[config.mk]
export PLATFORM = sky130hd
export DESIGN_NAME = sync_fifo_plus
export DESIGN_NICKNAME = d
export VERILOG_FILES = /design/src/rtl/sync_fifo_plus_pkg.sv /design/src/rtl/sync_fifo_plus_mem.sv /design/src/rtl/sync_fifo_plus.sv
export SDC_FILE = /design/constraint.sdc
export NUM_CORES = 1
export LEC_CHECK = 0
export BUFFER_PORTS_ARGS = -buffer_cell sky130_fd_sc_hd__buf_4
export CAP_MARGIN = 15
export CORE_MARGIN = 5
export CORE_UTILIZATION = 40
export DETAILED_ROUTE_END_ITERATION = 16
export PLACE_DENSITY_LB_ADDON = 0.08
export SYNTH_ARGS = -nofsm -noshare
export SYNTH_HDL_FRONTEND = slang
export SYNTH_SLANG_ARGS = --single-unit
[constraint.sdc]
create_clock -name clk -period 8.8 [get_ports clk]
set_clock_uncertainty 0.05 [all_clocks]
set_input_delay 0.44 -clock clk [delete_from_list [all_inputs] [get_ports clk]]
set_output_delay 0.44 -clock clk [all_outputs]
set_load 0.005 [all_outputs]
[src/rtl/sync_fifo_plus_pkg.sv]
// -----------------------------------------------------------------------------
// fifo_pkg
//   Shared types and helpers for the sync_fifo_plus buffering element.
//   fifo_mode_e : read-port behaviour (standard registered read or FWFT).
//   ptr_w()     : pointer width for a given depth.
//                 The pointer carries one extra wrap bit so that full and
//                 empty can be told apart when the address bits match.
// -----------------------------------------------------------------------------
package fifo_pkg;

  typedef enum logic {
    FIFO_STD  = 1'b0,
    FIFO_FWFT = 1'b1
  } fifo_mode_e;

  function automatic int ptr_w(input int depth);
    return $clog2(depth) + 1;
  endfunction

endpackage

[src/rtl/sync_fifo_plus_mem.sv]
// -----------------------------------------------------------------------------
// fifo_mem
//   Simple dual-port storage for sync_fifo_plus.
//   Writes are synchronous.
//   The read port is either registered (FIFO_STD) or combinational
//   (FIFO_FWFT), chosen by the MODE parameter.
//   With XILINX_SYN=1 in FIFO_STD mode the array carries a block-RAM
//   ram_style attribute.
// Ports
//   clk        in   1           clock, rising edge
//   rst_n      in   1           async active-low reset of the read register
//   i_wr_en    in   1           write strobe
//   i_wr_addr  in   AW          write address
//   i_wr_data  in   DATA_WIDTH  write data
//   i_rd_en    in   1           read strobe (registered mode only)
//   i_rd_addr  in   AW          read address
//   o_rd_data  out  DATA_WIDTH  read data
// -----------------------------------------------------------------------------
module fifo_mem
  import fifo_pkg::*;
#(
  parameter int         DATA_WIDTH = 8,
  parameter int         DEPTH      = 16,
  parameter fifo_mode_e MODE       = FIFO_STD,
  parameter int         XILINX_SYN = 0,
  localparam int        AW         = $clog2(DEPTH)
) (
  input  logic                  clk,
  input  logic                  rst_n,
  input  logic                  i_wr_en,
  input  logic [AW-1:0]         i_wr_addr,
  input  logic [DATA_WIDTH-1:0] i_wr_data,
  input  logic                  i_rd_en,
  input  logic [AW-1:0]         i_rd_addr,
  output logic [DATA_WIDTH-1:0] o_rd_data
);

  localparam bit USE_BRAM = (XILINX_SYN != 0) && (MODE == FIFO_STD);

  logic [DATA_WIDTH-1:0] w_rd_word;

  // The attribute cannot be made conditional on a parameter.
  // The two storage flavours therefore live in separate generate branches.
  if (USE_BRAM) begin : g_bram
    (* ram_style = "block" *) logic [DATA_WIDTH-1:0] r_mem [DEPTH];

    always_ff @(posedge clk) begin
      if (i_wr_en) begin
        r_mem[i_wr_addr] <= i_wr_data;
      end
    end

    assign w_rd_word = r_mem[i_rd_addr];
  end else begin : g_plain
    logic [DATA_WIDTH-1:0] r_mem [DEPTH];

    always_ff @(posedge clk) begin
      if (i_wr_en) begin
        r_mem[i_wr_addr] <= i_wr_data;
      end
    end

    assign w_rd_word = r_mem[i_rd_addr];
  end

  if (MODE == FIFO_STD) begin : g_reg_rd
    logic [DATA_WIDTH-1:0] r_rd_data;

    // The read register only loads on an accepted read.
    // Between reads it keeps presenting the last word.
    always_ff @(posedge clk or negedge rst_n) begin
      if (!rst_n) begin
        r_rd_data <= '0;
      end else if (i_rd_en) begin
        r_rd_data <= w_rd_word;
      end
    end

    assign o_rd_data = r_rd_data;
  end else begin : g_async_rd
    logic w_unused;
    assign w_unused  = ^{i_rd_en, rst_n};
    assign o_rd_data = w_rd_word;
  end

endmodule

[src/rtl/sync_fifo_plus.sv]
// -----------------------------------------------------------------------------
// sync_fifo_plus
//   Single-clock parametrised FIFO with:
//     - optional first-word-fall-through read
//     - fill level and almost-full / almost-empty flags
//     - synchronous flush
//     - sticky overflow / underflow flags
// Ports
//   clk           in   1           clock, rising edge
//   rst_n         in   1           asynchronous active-low reset
//   flush         in   1           synchronous clear of contents
//   wr_en         in   1           write request
//   din           in   DATA_WIDTH  write data
//   full          out  1           no free entry
//   almost_full   out  1           level >= AF_THRESH
//   rd_en         in   1           read request / FWFT pop
//   rd_valid      out  1           dout holds valid read data
//   dout          out  DATA_WIDTH  read data
//   empty         out  1           no stored entry
//   almost_empty  out  1           level <= AE_THRESH
//   level         out  AW+1        entries stored
//   err_clr       in   1           clears ovf/udf
//   ovf           out  1           sticky: write attempted while full
//   udf           out  1           sticky: read attempted while empty
// -----------------------------------------------------------------------------
module sync_fifo_plus
  import fifo_pkg::*;
#(
  parameter int DATA_WIDTH = 8,
  parameter int DEPTH      = 16,
  parameter int FWFT       = 0,
  parameter int AF_THRESH  = 12,
  parameter int AE_THRESH  = 2,
  parameter int XILINX_SYN = 0
) (
  input  logic                       clk,
  input  logic                       rst_n,
  input  logic                       flush,
  input  logic                       wr_en,
  input  logic [DATA_WIDTH-1:0]      din,
  output logic                       full,
  output logic                       almost_full,
  input  logic                       rd_en,
  output logic                       rd_valid,
  output logic [DATA_WIDTH-1:0]      dout,
  output logic                       empty,
  output logic                       almost_empty,
  output logic [$clog2(DEPTH):0]     level,
  input  logic                       err_clr,
  output logic                       ovf,
  output logic                       udf
);

  localparam int         AW     = $clog2(DEPTH);
  localparam int         PW     = ptr_w(DEPTH);
  localparam fifo_mode_e MODE   = (FWFT != 0) ? FIFO_FWFT : FIFO_STD;
  localparam logic [PW-1:0] AF_LVL = PW'(AF_THRESH);
  localparam logic [PW-1:0] AE_LVL = PW'(AE_THRESH);

  logic [PW-1:0] r_wr_ptr;
  logic [PW-1:0] r_rd_ptr;
  logic [PW-1:0] r_level;
  logic          r_full;
  logic          r_empty;
  logic          r_almost_full;
  logic          r_almost_empty;
  logic          r_ovf;
  logic          r_udf;

  logic          w_wr_acc;
  logic          w_rd_acc;
  logic          w_ovf_evt;
  logic          w_udf_evt;
  logic [PW-1:0] w_wr_ptr_nxt;
  logic [PW-1:0] w_rd_ptr_nxt;
  logic [PW-1:0] w_level_nxt;
  logic          w_full_nxt;
  logic          w_empty_nxt;

  // Acceptance is gated by the registered flags only.
  // A same-cycle pop never frees room for a push, and vice versa.
  // Flush overrides both requests and suppresses the error events.
  assign w_wr_acc  = wr_en & ~r_full  & ~flush;
  assign w_rd_acc  = rd_en & ~r_empty & ~flush;
  assign w_ovf_evt = wr_en &  r_full  & ~flush;
  assign w_udf_evt = rd_en &  r_empty & ~flush;

  // Next-state pointers.
  // The level is their modular difference, which the extra wrap bit keeps
  // unambiguous.
  always_comb begin
    w_wr_ptr_nxt = r_wr_ptr;
    w_rd_ptr_nxt = r_rd_ptr;
    if (flush) begin
      w_wr_ptr_nxt = '0;
      w_rd_ptr_nxt = '0;
    end else begin
      if (w_wr_acc) begin
        w_wr_ptr_nxt = r_wr_ptr + PW'(1);
      end
      if (w_rd_acc) begin
        w_rd_ptr_nxt = r_rd_ptr + PW'(1);
      end
    end
  end

  assign w_level_nxt = w_wr_ptr_nxt - w_rd_ptr_nxt;
  assign w_empty_nxt = (w_wr_ptr_nxt == w_rd_ptr_nxt);
  assign w_full_nxt  = (w_wr_ptr_nxt[AW-1:0] == w_rd_ptr_nxt[AW-1:0]) &&
                       (w_wr_ptr_nxt[AW] != w_rd_ptr_nxt[AW]);

  // Pointers and all status flags register the next-state values.
  // Each flag therefore changes on the very edge that accepts the operation.
  always_ff @(posedge clk or negedge rst_n) begin
    if (!rst_n) begin
      r_wr_ptr       <= '0;
      r_rd_ptr       <= '0;
      r_level        <= '0;
      r_full         <= 1'b0;
      r_empty        <= 1'b1;
      r_almost_full  <= 1'b0;
      r_almost_empty <= 1'b1;
    end else begin
      r_wr_ptr       <= w_wr_ptr_nxt;
      r_rd_ptr       <= w_rd_ptr_nxt;
      r_level        <= w_level_nxt;
      r_full         <= w_full_nxt;
      r_empty        <= w_empty_nxt;
      r_almost_full  <= (w_level_nxt >= AF_LVL);
      r_almost_empty <= (w_level_nxt <= AE_LVL);
    end
  end

  // Sticky error flags.
  // A fresh event in the clearing cycle wins over err_clr.
  // Flush leaves both flags untouched.
  always_ff @(posedge clk or negedge rst_n) begin
    if (!rst_n) begin
      r_ovf <= 1'b0;
      r_udf <= 1'b0;
    end else begin
      r_ovf <= w_ovf_evt | (r_ovf & ~err_clr);
      r_udf <= w_udf_evt | (r_udf & ~err_clr);
    end
  end

  fifo_mem #(
    .DATA_WIDTH (DATA_WIDTH),
    .DEPTH      (DEPTH),
    .MODE       (MODE),
    .XILINX_SYN (XILINX_SYN)
  ) u_mem (
    .clk        (clk),
    .rst_n      (rst_n),
    .i_wr_en    (w_wr_acc),
    .i_wr_addr  (r_wr_ptr[AW-1:0]),
    .i_wr_data  (din),
    .i_rd_en    (w_rd_acc),
    .i_rd_addr  (r_rd_ptr[AW-1:0]),
    .o_rd_data  (dout)
  );

  if (MODE == FIFO_STD) begin : g_std_valid
    logic r_rd_valid;

    // One-cycle strobe marking the word just loaded into the read register.
    always_ff @(posedge clk or negedge rst_n) begin
      if (!rst_n) begin
        r_rd_valid <= 1'b0;
      end else begin
        r_rd_valid <= w_rd_acc;
      end
    end

    assign rd_valid = r_rd_valid;
  end else begin : g_fwft_valid
    // The head entry is always on dout, so it is valid whenever anything is
    // stored.
    assign rd_valid = ~r_empty;
  end

  assign full         = r_full;
  assign empty        = r_empty;
  assign almost_full  = r_almost_full;
  assign almost_empty = r_almost_empty;
  assign level        = r_level;
  assign ovf          = r_ovf;
  assign udf          = r_udf;

endmodule

==> metrics.txt <==
# TYPE chip_impl_metric gauge
chip_impl_info{name="outcome",value="complete, no violations"} 1
chip_impl_metric{name="setup_violations",unit=""} 0
chip_impl_metric{name="die_w",unit="um"} 136
chip_impl_metric{name="fp-row-count",unit=""} 46
chip_impl_metric{name="gate_count_of_the_mapped_netlist",unit=""} 354
chip_impl_metric{name="cp_num_buf_inv",unit=""} 2
chip_impl_info{name="crit_path_cell_trace",value="buf_4, xor2_1, nor2_1, ha_1, inv_1, fa_1, a21o_1, a21oi_1, o31ai_1, or3_1, and4_1"} 1
chip_impl_info{name="synth-main-ff-cell",value="edfxtp_1"} 1
chip_impl_info{name="timing.critical_path.from",value="r_rd_ptr[0]"} 1
chip_impl_metric{name="setup_ws",unit="ns"} 5.70
chip_impl_metric{name="fin_tns_setup",unit="ns"} 0
chip_impl_metric{name="detail_route.vias_per_cell",unit=""} 5.18
chip_impl_metric{name="post-place-cells",unit=""} 589
chip_impl_metric{name="die_area",unit="mm2"} 0.0185
chip_impl_metric{name="core_region_area",unit="mm2"} 0.0157
chip_impl_metric{name="first_pass_iters",unit=""} 4
chip_impl_metric{name="cts_buffers",unit=""} 17
chip_impl_metric{name="number_of_i_o_pins",unit=""} 34
chip_impl_metric{name="syn_nets",unit=""} 378
chip_impl_metric{name="pwr_density_cell",unit="mW/mm2"} 229
chip_impl_metric{name="synth_area_per_cell",unit="um2"} 18.0
chip_impl_info{name="tritoncts",value="done"} 1
chip_impl_metric{name="path_max_fanout",unit=""} 34
chip_impl_metric{name="die_height",unit="um"} 136
chip_impl_metric{name="gp_routability_congestion",unit=""} 0.726
chip_impl_metric{name="clk_latency",unit="ns"} 0.42
chip_impl_metric{name="detailroute.via_count",unit=""} 3214
chip_impl_info{name="mostFrequentLayoutCells",value="edfxtp_1, buf_4, mux4_2, dfrtp_1, nor2_1"} 1
chip_impl_info{name="critPathTopFamily",value="simple AND/OR/NAND/NOR gates"} 1
chip_impl_metric{name="clk_pin_slew_worst_paths",unit="ns"} 0.07
chip_impl_info{name="hp-class",value="in -> reg"} 1
chip_impl_info{name="post-synth-top-area-cell",value="edfxtp_1"} 1
chip_impl_info{name="critical_path_startpoint_category",value="flop"} 1
chip_impl_metric{name="timing.critical_path.arrival",unit="ns"} 3.40
chip_impl_metric{name="synth-edff-count",unit=""} 128
chip_impl_info{name="rsz_0062_raised_after_global_routing",value="false"} 1
chip_impl_metric{name="grtUsageTotal",unit=""} 0.159
chip_impl_metric{name="max-cap-violations",unit=""} 0
chip_impl_metric{name="finalCriticalPeriod",unit="ns"} 3.10
chip_impl_metric{name="final_layout_size_suffix_gt1_frac",unit=""} 0.272
chip_impl_metric{name="final_antenna_net_count",unit=""} 0
chip_impl_metric{name="ys_seq_elements",unit=""} 158
chip_impl_metric{name="detail_route.iter0.violations",unit=""} 216
chip_impl_metric{name="post_route_core_utilization",unit=""} 0.468
chip_impl_metric{name="cts_post_setup_buffers_inserted",unit=""} 0
chip_impl_metric{name="synth_warnings",unit=""} 0
chip_impl_metric{name="synthArstFlopShare",unit=""} 0.190
chip_impl_metric{name="largest_vdd_supply_drop",unit="V"} 0.000134
chip_impl_info{name="cp-end-kind",value="flop"} 1
chip_impl_metric{name="finalCritPeriodShare",unit=""} 0.352
chip_impl_metric{name="initial_utilization",unit=""} 0.405
chip_impl_metric{name="pin_count_of_the_biggest_net_entering_global_routing",unit=""} 36
chip_impl_metric{name="cts-resized-gates",unit=""} 0
chip_impl_info{name="hold_path.startpoint",value="err_clr"} 1
chip_impl_metric{name="relSlewSlack",unit=""} 0.256
chip_impl_metric{name="drt-total-wl",unit="mm"} 13.7
chip_impl_metric{name="grt_first_pass_wirelength",unit="mm"} 20.8
chip_impl_metric{name="stdcell_count",unit=""} 621
chip_impl_metric{name="design.final.nets",unit=""} 417
chip_impl_metric{name="clock-sinks",unit=""} 158
chip_impl_metric{name="largest_stage_delay_on_the_critical_path",unit="ns"} 0.58
chip_impl_metric{name="io_buffer_count",unit=""} 33
chip_impl_metric{name="max_freq",unit="GHz"} 0.323
chip_impl_info{name="critical_path_class",value="reg -> reg"} 1
chip_impl_metric{name="count_of_unresolved_drc_violations_after_routing",unit=""} 0
chip_impl_info{name="library_cell_used_as_clock_root_buffer",value="clkbuf_16"} 1
chip_impl_metric{name="syn_area",unit="mm2"} 0.00636
chip_impl_metric{name="final_hold_viol_count",unit=""} 0
chip_impl_metric{name="area_growth_syn_to_layout",unit="%"} 15.7
chip_impl_metric{name="maximum_buffer_depth_of_the_clock_tree",unit=""} 2
chip_impl_metric{name="netlist-cell-type-count",unit=""} 47
chip_impl_info{name="mostFrequentLayoutCell",value="edfxtp_1"} 1
chip_impl_metric{name="synth_seq_area_share",unit=""} 0.723
chip_impl_metric{name="drv_slew",unit=""} 0
chip_impl_info{name="r2r-start",value="r_rd_ptr[0]"} 1
chip_impl_metric{name="timing_worst_slew_pin_value",unit="ns"} 1.11
chip_impl_info{name="cp_slowest_cell",value="buf_4"} 1
chip_impl_metric{name="grt_pass1_vias",unit=""} 3227
chip_impl_metric{name="cp.required",unit="ns"} 9.10
chip_impl_metric{name="place_hpwl",unit="mm"} 8.38
chip_impl_metric{name="post-synth-top-area-fraction",unit=""} 0.605
chip_impl_metric{name="antenna_violations_before_repair",unit=""} 0
chip_impl_metric{name="detailedPlace.worstSlack",unit="ns"} 5.47
chip_impl_metric{name="grt.overflow.total",unit=""} 0
chip_impl_metric{name="wl_per_cell",unit="um"} 22.0
chip_impl_metric{name="power.leakage",unit="uW"} 0.00259
chip_impl_metric{name="htree_num_levels",unit=""} 4
chip_impl_metric{name="antenna_fix_cells",unit=""} 0
chip_impl_info{name="synth.area.top_cells",value="edfxtp_1, mux4_2, dfrtp_1"} 1
-- path summary, 6_finish.rpt --
path	slack (ns)	cells past startpoint	to
max	5.70	11	almost_empty
min	0.16	2	ovf
max reg2reg	5.70	11	almost_empty
min reg2reg	0.44	2	u_mem.o_rd_data[5]
max in group asynchronous	7.92	2	almost_empty
min in group asynchronous	0.44	2	r_rd_ptr[4]
-- registers in the layout (all words and copies together) (netlist names) --
signal               flops
almost_empty             1
almost_full              1
u_mem.o_rd_data          8
full                     1
ovf                      1
level                    5
udf                      1
rd_valid                 1
empty                    1
r_rd_ptr                 5
r_wr_ptr                 5
u_mem.g_plain.r_mem    128
-- where the power goes --
part	internal, uW	switching [uW]	total [uW]
clock network	359	299	658
registers	843	19.3	863
logic	80.8	80.5	161
total	1280	399	1680
-- worst register-to-register path: cells and delay by family, from the launching register on --
| kind | cells | cell delay, ns |
|---|---|---|
| XOR/XNOR | 1 | 0.15 |
| adder cells (fa/ha/maj) | 2 | 0.57 |
| flip-flops | 1 | 0.37 |
| AO/OA/AOI/OAI | 3 | 0.47 |
| buffers and inverters | 2 | 0.64 |
| AND/OR/NAND/NOR | 3 | 0.77 |
-- cell families (layout without fill, tap and decap cells) --
family | after synthesis | in the layout | share of synthesized area
flops | 158 | 158 | 0.723
simple gates | 70 | 70 | 0.0571
compound gates | 46 | 46 | 0.0514
mux | 33 | 33 | 0.115
buf+inv | 29 | 80 | 0.0216
fa+ha+maj | 10 | 10 | 0.0209
xor+xnor | 8 | 8 | 0.0110
-- through the flow --
stage,instance area [um2],total power (uW),hold slack (ns)
2_1_floorplan,6360,957,0.0944
3_3_place_gp,6820,1040,0.343
3_5_place_dp,6820,1040,0.358
4_1_cts,7350,1700,0.149
5_1_grt,7350,1750,0.156
6_report,7350,1680,0.165
-- synthesized netlist by cell type, types with 2 or more instances --
library cell    n
inv_1          12
ha_1            9
o21a_1          2
buf_2           4
clkbuf_1        7
nor4_1          2
a22o_1          8
a221oi_1        8
a21oi_1         6
o22ai_1         2
nor3_1          4
nor2_1         23
or3_1           2
nand2b_1        2
nor2b_1         5
nand4_1         3
nand2_1        18
edfxtp_1      128
or2_2           3
dfrtp_1        28
o21ai_0         9
dfstp_2         2
a21o_1          2
o211ai_1        3
mux4_2         32
buf_4           2
xnor2_1         2
buf_6           2
xor2_1          6
-- final cells by class --
class | count | area, um2
Fill cell | 1369 | 8360
Sequential cell | 158 | 4600
Multi-Input combinational cell | 167 | 1640
Clock buffer | 17 | 425
Timing Repair Buffer | 37 | 280
Tap cell | 216 | 270
Clock inverter | 14 | 96.3
Inverter | 12 | 45.0
-- routing by layer --
metal  GRT usage  part of all wire  up-vias
li1            -                 -     1474
met1       0.239              0.50     1665
met2       0.228              0.45       63
met3      0.0429             0.037       12
met4      0.0454            0.0099        0
met5           0                 0        -
-- repair_timing --
action                                 4_1_cts  5_1_grt
endpoints found under the hold margin       28        0
setup endpoints to repair                    0        0
hold buffers                                 1        0
Note: power is estimated with default switching activity, not from simulation.
